## config.mk

```make
export PLATFORM = sky130hd
export DESIGN_NAME = reg_writeback
export DESIGN_NICKNAME = d
export VERILOG_FILES = /design/src/rtl/reg_writeback_pkg.sv /design/src/rtl/wb_alu_fifo.sv /design/src/rtl/reg_writeback.sv
export SDC_FILE = /design/constraint.sdc
export NUM_CORES = 1
export LEC_CHECK = 0
export ABC_CLOCK_PERIOD_IN_PS = 11300
export BUFFER_PORTS_ARGS = -buffer_cell sky130_fd_sc_hd__buf_4
export CAP_MARGIN = 0
export CORE_ASPECT_RATIO = 1.1
export CORE_UTILIZATION = 40
export CTS_CLUSTER_DIAMETER = 50
export DETAILED_ROUTE_END_ITERATION = 16
export SYNTH_ARGS = -nofsm -noshare
export SYNTH_HDL_FRONTEND = slang
export SYNTH_SLANG_ARGS = --single-unit
```

## constraint.sdc

```tcl
create_clock -name clk -period 11.3 [get_ports clk]
set_input_delay 1.695 -clock clk [delete_from_list [all_inputs] [get_ports clk]]
set_output_delay 1.695 -clock clk [all_outputs]
set_load 0.01 [all_outputs]
```

## src/rtl/reg_writeback_pkg.sv

```systemverilog
// reg_writeback_pkg: shared register-file widths and MIPS register numbers
package reg_writeback_pkg;
  localparam int DATA_W = 32;
  localparam int ADDR_W = 5;
  localparam logic [4:0] REG_ZERO = 5'd0, REG_AT = 5'd1, REG_V0 = 5'd2, REG_V1 = 5'd3;
  localparam logic [4:0] REG_A0 = 5'd4, REG_A1 = 5'd5, REG_A2 = 5'd6, REG_A3 = 5'd7;
  localparam logic [4:0] REG_T0 = 5'd8, REG_T1 = 5'd9, REG_T2 = 5'd10, REG_T3 = 5'd11;
  localparam logic [4:0] REG_T4 = 5'd12, REG_T5 = 5'd13, REG_T6 = 5'd14, REG_T7 = 5'd15;
  localparam logic [4:0] REG_S0 = 5'd16, REG_S1 = 5'd17, REG_S2 = 5'd18, REG_S3 = 5'd19;
  localparam logic [4:0] REG_S4 = 5'd20, REG_S5 = 5'd21, REG_S6 = 5'd22, REG_S7 = 5'd23;
  localparam logic [4:0] REG_T8 = 5'd24, REG_T9 = 5'd25, REG_K0 = 5'd26, REG_K1 = 5'd27;
  localparam logic [4:0] REG_GP = 5'd28, REG_SP = 5'd29, REG_FP = 5'd30, REG_RA = 5'd31;
endpackage

```

## src/rtl/wb_alu_fifo.sv

```systemverilog
// wb_alu_fifo: small synchronous FIFO exposing per-slot valid bits and storage for hazard lookup
module wb_alu_fifo #(
  parameter int W = 37,
  parameter int DEPTH = 2
) (
  input  logic               clk,
  input  logic               rst,
  input  logic               push_i,
  input  logic               pop_i,
  input  logic [W-1:0]       data_i,
  output logic [W-1:0]       data_o,
  output logic               full_o,
  output logic               empty_o,
  output logic [DEPTH-1:0]   valid_o,
  output logic [DEPTH*W-1:0] mem_o
);
  localparam int AW = $clog2(DEPTH);
  logic [AW:0] wptr_q, rptr_q, count;
  logic [W-1:0] mem_q [DEPTH];
  logic [AW-1:0] off;
  assign count = wptr_q - rptr_q;
  assign empty_o = wptr_q == rptr_q;
  assign full_o = (wptr_q[AW] != rptr_q[AW]) && (wptr_q[AW-1:0] == rptr_q[AW-1:0]);
  assign data_o = mem_q[rptr_q[AW-1:0]];
  always_comb begin
    off = '0;
    for (int i = 0; i < DEPTH; i++) begin
      off = AW'(i) - rptr_q[AW-1:0];
      valid_o[i] = {1'b0, off} < count;
      mem_o[i*W +: W] = mem_q[i];
    end
  end
  always_ff @(posedge clk)
    if (push_i) mem_q[wptr_q[AW-1:0]] <= data_i;
  always_ff @(posedge clk or posedge rst)
    if (rst) begin
      wptr_q <= '0;
      rptr_q <= '0;
    end else begin
      if (push_i) wptr_q <= wptr_q + 1'b1;
      if (pop_i) rptr_q <= rptr_q + 1'b1;
    end
endmodule

```

## src/rtl/reg_writeback.sv

```systemverilog
// reg_writeback: merges ALU results and load returns into one register-file write per cycle,
// tracking outstanding loads in a busy scoreboard
module reg_writeback #(
  parameter int DATA_W = reg_writeback_pkg::DATA_W,
  parameter int ADDR_W = reg_writeback_pkg::ADDR_W,
  parameter int ALU_FIFO_DEPTH = 2
) (
  input  logic              clk,
  input  logic              rst,
  input  logic              alu_valid,
  output logic              alu_ready,
  input  logic [ADDR_W-1:0] alu_dest,
  input  logic [DATA_W-1:0] alu_data,
  input  logic              ld_issue_valid,
  output logic              ld_issue_ready,
  input  logic [ADDR_W-1:0] ld_issue_dest,
  input  logic              ld_valid,
  input  logic [ADDR_W-1:0] ld_dest,
  input  logic [DATA_W-1:0] ld_data,
  input  logic [ADDR_W-1:0] rs_addr,
  input  logic [ADDR_W-1:0] rt_addr,
  output logic              rs_busy,
  output logic              rt_busy,
  output logic              fwd_rs_hit,
  output logic              fwd_rt_hit,
  output logic              wb_ena,
  output logic [ADDR_W-1:0] wb_reg,
  output logic [DATA_W-1:0] wb_data,
  output logic              err_spurious
);
  import reg_writeback_pkg::*;
  localparam int NREG = 1 << ADDR_W;
  localparam int EW = ADDR_W + DATA_W;
  logic [NREG-1:0] busy_q, busy_d;
  logic wb_ena_q, wb_ena_d, err_q;
  logic [ADDR_W-1:0] wb_reg_q, sel_dest;
  logic [DATA_W-1:0] wb_data_q, sel_data;
  logic full, empty, pop, push, bypass, alu_acc, iss_acc, sel_v, fifo_hit;
  logic [EW-1:0] head;
  logic [ALU_FIFO_DEPTH-1:0] fvalid;
  logic [ALU_FIFO_DEPTH*EW-1:0] fmem;
  wb_alu_fifo #(.W(EW), .DEPTH(ALU_FIFO_DEPTH)) u_fifo (
    .clk(clk), .rst(rst), .push_i(push), .pop_i(pop), .data_i({alu_dest, alu_data}),
    .data_o(head), .full_o(full), .empty_o(empty), .valid_o(fvalid), .mem_o(fmem)
  );
  // a pop frees a slot the same cycle, so a full FIFO may still accept when loads are idle
  assign pop = !ld_valid && !empty;
  assign alu_ready = (!full || pop) && !busy_q[alu_dest];
  assign alu_acc = alu_valid && alu_ready;
  assign bypass = alu_acc && !ld_valid && empty;
  assign push = alu_acc && !bypass;
  always_comb begin
    fifo_hit = 1'b0;
    for (int i = 0; i < ALU_FIFO_DEPTH; i++)
      fifo_hit = fifo_hit | (fvalid[i] && fmem[i*EW+DATA_W +: ADDR_W] == ld_issue_dest);
  end
  assign ld_issue_ready = !busy_q[ld_issue_dest] && !fifo_hit && !(alu_valid && alu_dest == ld_issue_dest);
  assign iss_acc = ld_issue_valid && ld_issue_ready;
  assign sel_v = ld_valid || !empty || alu_acc;
  assign {sel_dest, sel_data} = ld_valid ? {ld_dest, ld_data} : !empty ? head : {alu_dest, alu_data};
  assign wb_ena_d = sel_v && sel_dest != REG_ZERO;
  always_comb begin
    busy_d = busy_q;
    if (ld_valid) busy_d[ld_dest] = 1'b0;
    if (iss_acc) busy_d[ld_issue_dest] = 1'b1;
    busy_d[0] = 1'b0;
  end
  always_ff @(posedge clk or posedge rst)
    if (rst) begin
      busy_q <= '0;
      wb_ena_q <= 1'b0;
      wb_reg_q <= '0;
      wb_data_q <= '0;
      err_q <= 1'b0;
    end else begin
      busy_q <= busy_d;
      wb_ena_q <= wb_ena_d;
      if (wb_ena_d) begin
        wb_reg_q <= sel_dest;
        wb_data_q <= sel_data;
      end
      err_q <= err_q | (ld_valid && !busy_q[ld_dest]);
    end
  assign rs_busy = busy_q[rs_addr];
  assign rt_busy = busy_q[rt_addr];
  assign fwd_rs_hit = wb_ena_q && wb_reg_q == rs_addr && rs_addr != REG_ZERO;
  assign fwd_rt_hit = wb_ena_q && wb_reg_q == rt_addr && rt_addr != REG_ZERO;
  assign wb_ena = wb_ena_q;
  assign wb_reg = wb_reg_q;
  assign wb_data = wb_data_q;
  assign err_spurious = err_q;
endmodule
```

==> results.py <==
metrics = {
    "outcome": {
        "outcome": "finished, final reports clean",
    },
    "worst_setup_path": {
        "worst_setup_path_start_kind": "input port",
        "cp.arrival_ps": 3730,
        "required_ps": 9610,
        "r2r_cells": 8,
        "worstPathMaxFanout": 17,
        "rrSetupSlack_ps": 7200,
        "startpoint": "ld_issue_dest[0]",
        "crit_type": "input port to output port",
        "end_kind": "output port",
        "r2r-end": "wb_data[3]",
        "timing.rr.start": "u_fifo.rptr_q[0]",
    },
    "finish": {
        "area_growth_pct": 21.6,
        "fillers": 1807,
        "fin_nets": 893,
        "final_cell_mix": "buf_4 (142), o21ai_0 (87), edfxtp_1 (74)",
        "layout_commonest_cell": "buf_4",
        "largest_reg_flops": 74,
        "n_antenna_cell": 0,
        "drive_above_1_share": 0.330,
    },
    "timing": {
        "maxSlewHeadroom": 0.229,
        "rsz0062_at_grt": "false",
        "timing.final.crit_period_ps": 5430,
        "finalHoldViolCount": 0,
        "min_period_over_period": 0.480,
        "fmax_ghz": 0.184,
        "finClkSkew_ps": 15.2,
        "max_slew.worst_pin.slew_ps": 1160,
        "tns_ps": 0,
        "final_max_slew_viol_count": 0,
        "setup_ws_ps": 5870,
        "setup_viol": 0,
    },
    "clocking": {
        "cts.htree.levels": 4,
        "cts_root_buf": "clkbuf_16",
        "clk_pin_slew_ps": 60,
        "cts_tree": "done",
        "insertion_delay_ps": 430,
        "numCtsBuffers": 17,
        "postCtsSetupRepairBufs": 0,
        "hold_buffers": 0,
        "clk_path_buf_depth": 2,
        "ctsResizeCount": 0,
        "cts.sinks": 148,
    },
    "global_route": {
        "antenna_found_initial": 0,
        "grt_pass1_vias": 5927,
        "grt_use_total": 0.211,
        "overflow": 0,
        "grt_pass1_wl_um": 33700,
        "grt_start_max_net_pins": 82,
    },
    "floorplanning": {
        "dieArea_mm2": 0.0209,
        "initial_core_util": 0.410,
        "design.portCount": 139,
        "rows": 54,
        "die_w_um": 138,
        "die_h_um": 152,
        "core-area_mm2": 0.0199,
    },
    "routing": {
        "num_vias": 6018,
        "routed_wl_um": 21800,
        "first_iter_violations": 560,
        "drt_pass1_iterations": 5,
        "drc": 0,
        "avgViaCountPerCell": 5.67,
        "post_drt_wl_per_cell_um": 20.5,
        "ant_nets": 0,
    },
    "placement": {
        "gp_congestion": 0.972,
        "place_ws_ps": 5870,
        "hpwlAfterDp_um": 15000,
        "port_buffers": 138,
    },
    "yosys": {
        "syn_avg_cell_area_um2": 11.9,
        "ys_seq_elements": 148,
        "synth-async-reset-ratio": 0.500,
        "ys_warn_count": 0,
        "synth_top_flop_cell": "edfxtp_1",
        "ys_types": 49,
        "synth_seq_area_share": 0.500,
        "synth_edf_count": 74,
        "synth_fp_nets": 781,
        "synthCells": 684,
        "synthesis.area_mm2": 0.00815,
    },
    "flow_run": {
        "maxCapViolCount": 0,
    },
    "worst_hold_path": {
        "worstHoldPathType": "flop to flop",
        "min_from": "err_spurious",
        "hold_depth": 1,
        "hold_path_end": "err_spurious",
    },
    "power_and_ir_drop": {
        "ir_drop_uv": 126,
        "p_leak_uw": 0.00400,
        "p_per_area_mw_per_mm2": 248,
    },
}
==> per-stage QoR <==
stage	std cells	util	cell area [um^2]	hold WS, ps	power, uW
after floorplan	684	-	8150	462	1580
after global placement	1029	0.469	9320	460	1880
after detailed placement	1029	0.469	9320	457	1900
after CTS	1061	0.499	9900	478	2470
after global routing	1061	0.499	9900	506	2610
final	1061	0.499	9900	480	2460
==> per-layer routing <==
| metal | GRT usage | up-vias | part of all wire |
|---|---|---|---|
| li1 | - | 2781 | - |
| met1 | 0.277 | 2983 | 0.44 |
| met2 | 0.345 | 220 | 0.48 |
| met3 | 0.0440 | 34 | 0.059 |
| met4 | 0.0813 | 0 | 0.021 |
| met5 | 0 | - | 0 |
==> power breakdown <==
part,internal (uW),switching [uW]
Clock,312,250
Combinational,503,465
Sequential,743,182
==> cell type report <==
type | instances | area (um^2) | area share
Multi-Input combinational cell | 470 | 3790 | 0.383
Inverter | 17 | 63.8 | 0.00644
Sequential cell | 148 | 4080 | 0.411
Timing Repair Buffer | 142 | 1070 | 0.108
Tap cell | 252 | 315 | 0.0318
Clock inverter | 15 | 163 | 0.0164
Clock buffer | 17 | 425 | 0.0430
==> kinds of logic (layout without fill, tap and decap cells) <==
| family | Yosys count | in the layout | synth area share |
|---|---|---|---|
| buf+inv | 66 | 191 | 0.0362 |
| mux | 128 | 128 | 0.227 |
| flops | 148 | 148 | 0.500 |
| compound gates | 153 | 153 | 0.107 |
| fa+ha+maj | 3 | 3 | 0.00461 |
| xor+xnor | 28 | 28 | 0.0301 |
| simple gates | 158 | 158 | 0.0946 |
==> critical path: stages <==
cell	delay, ps
buf_4	240
mux4_2	530
nand4_1	90
o21ai_0	80
or4_1	660
a21oi_1	270
buf_4	160
==> cells in the mapped netlist (all sizes together), types with 4 or more instances <==
| master | n | share of area |
|---|---|---|
| o21ai | 91 | 0.058 |
| dfrtp | 74 | 0.23 |
| edfxtp | 74 | 0.27 |
| nand2 | 52 | 0.024 |
| mux2i | 49 | 0.060 |
| mux2 | 43 | 0.068 |
| nor2 | 42 | 0.019 |
| a21oi | 36 | 0.022 |
| mux4 | 36 | 0.10 |
| clkbuf | 25 | 0.012 |
| buf | 24 | 0.017 |
| xnor2 | 18 | 0.019 |
| inv | 16 | 0.0074 |
| xor2 | 10 | 0.011 |
| nand3 | 9 | 0.0055 |
| nand3b | 9 | 0.0083 |
| nand4 | 8 | 0.0061 |
| o31ai | 8 | 0.0074 |
| nor2b | 6 | 0.0046 |
| nor3 | 5 | 0.0031 |
| nor4 | 5 | 0.0038 |
| or3 | 4 | 0.0031 |
| or4 | 4 | 0.0041 |
==> worst max-delay path by stage <==
| stage | endpoint | slack [ps] | cells after the start |
|---|---|---|---|
| finish | ld_issue_ready | 5870 | 7 |
| CTS | ld_issue_ready | 5870 | 7 |
| global route | ld_issue_ready | 5780 | 7 |
| global placement | ld_issue_ready | 5940 | 7 |
| detailed placement | ld_issue_ready | 5870 | 7 |
| floorplan | ld_issue_ready | 6100 | 8 |
(Power assumes the default switching activity.)
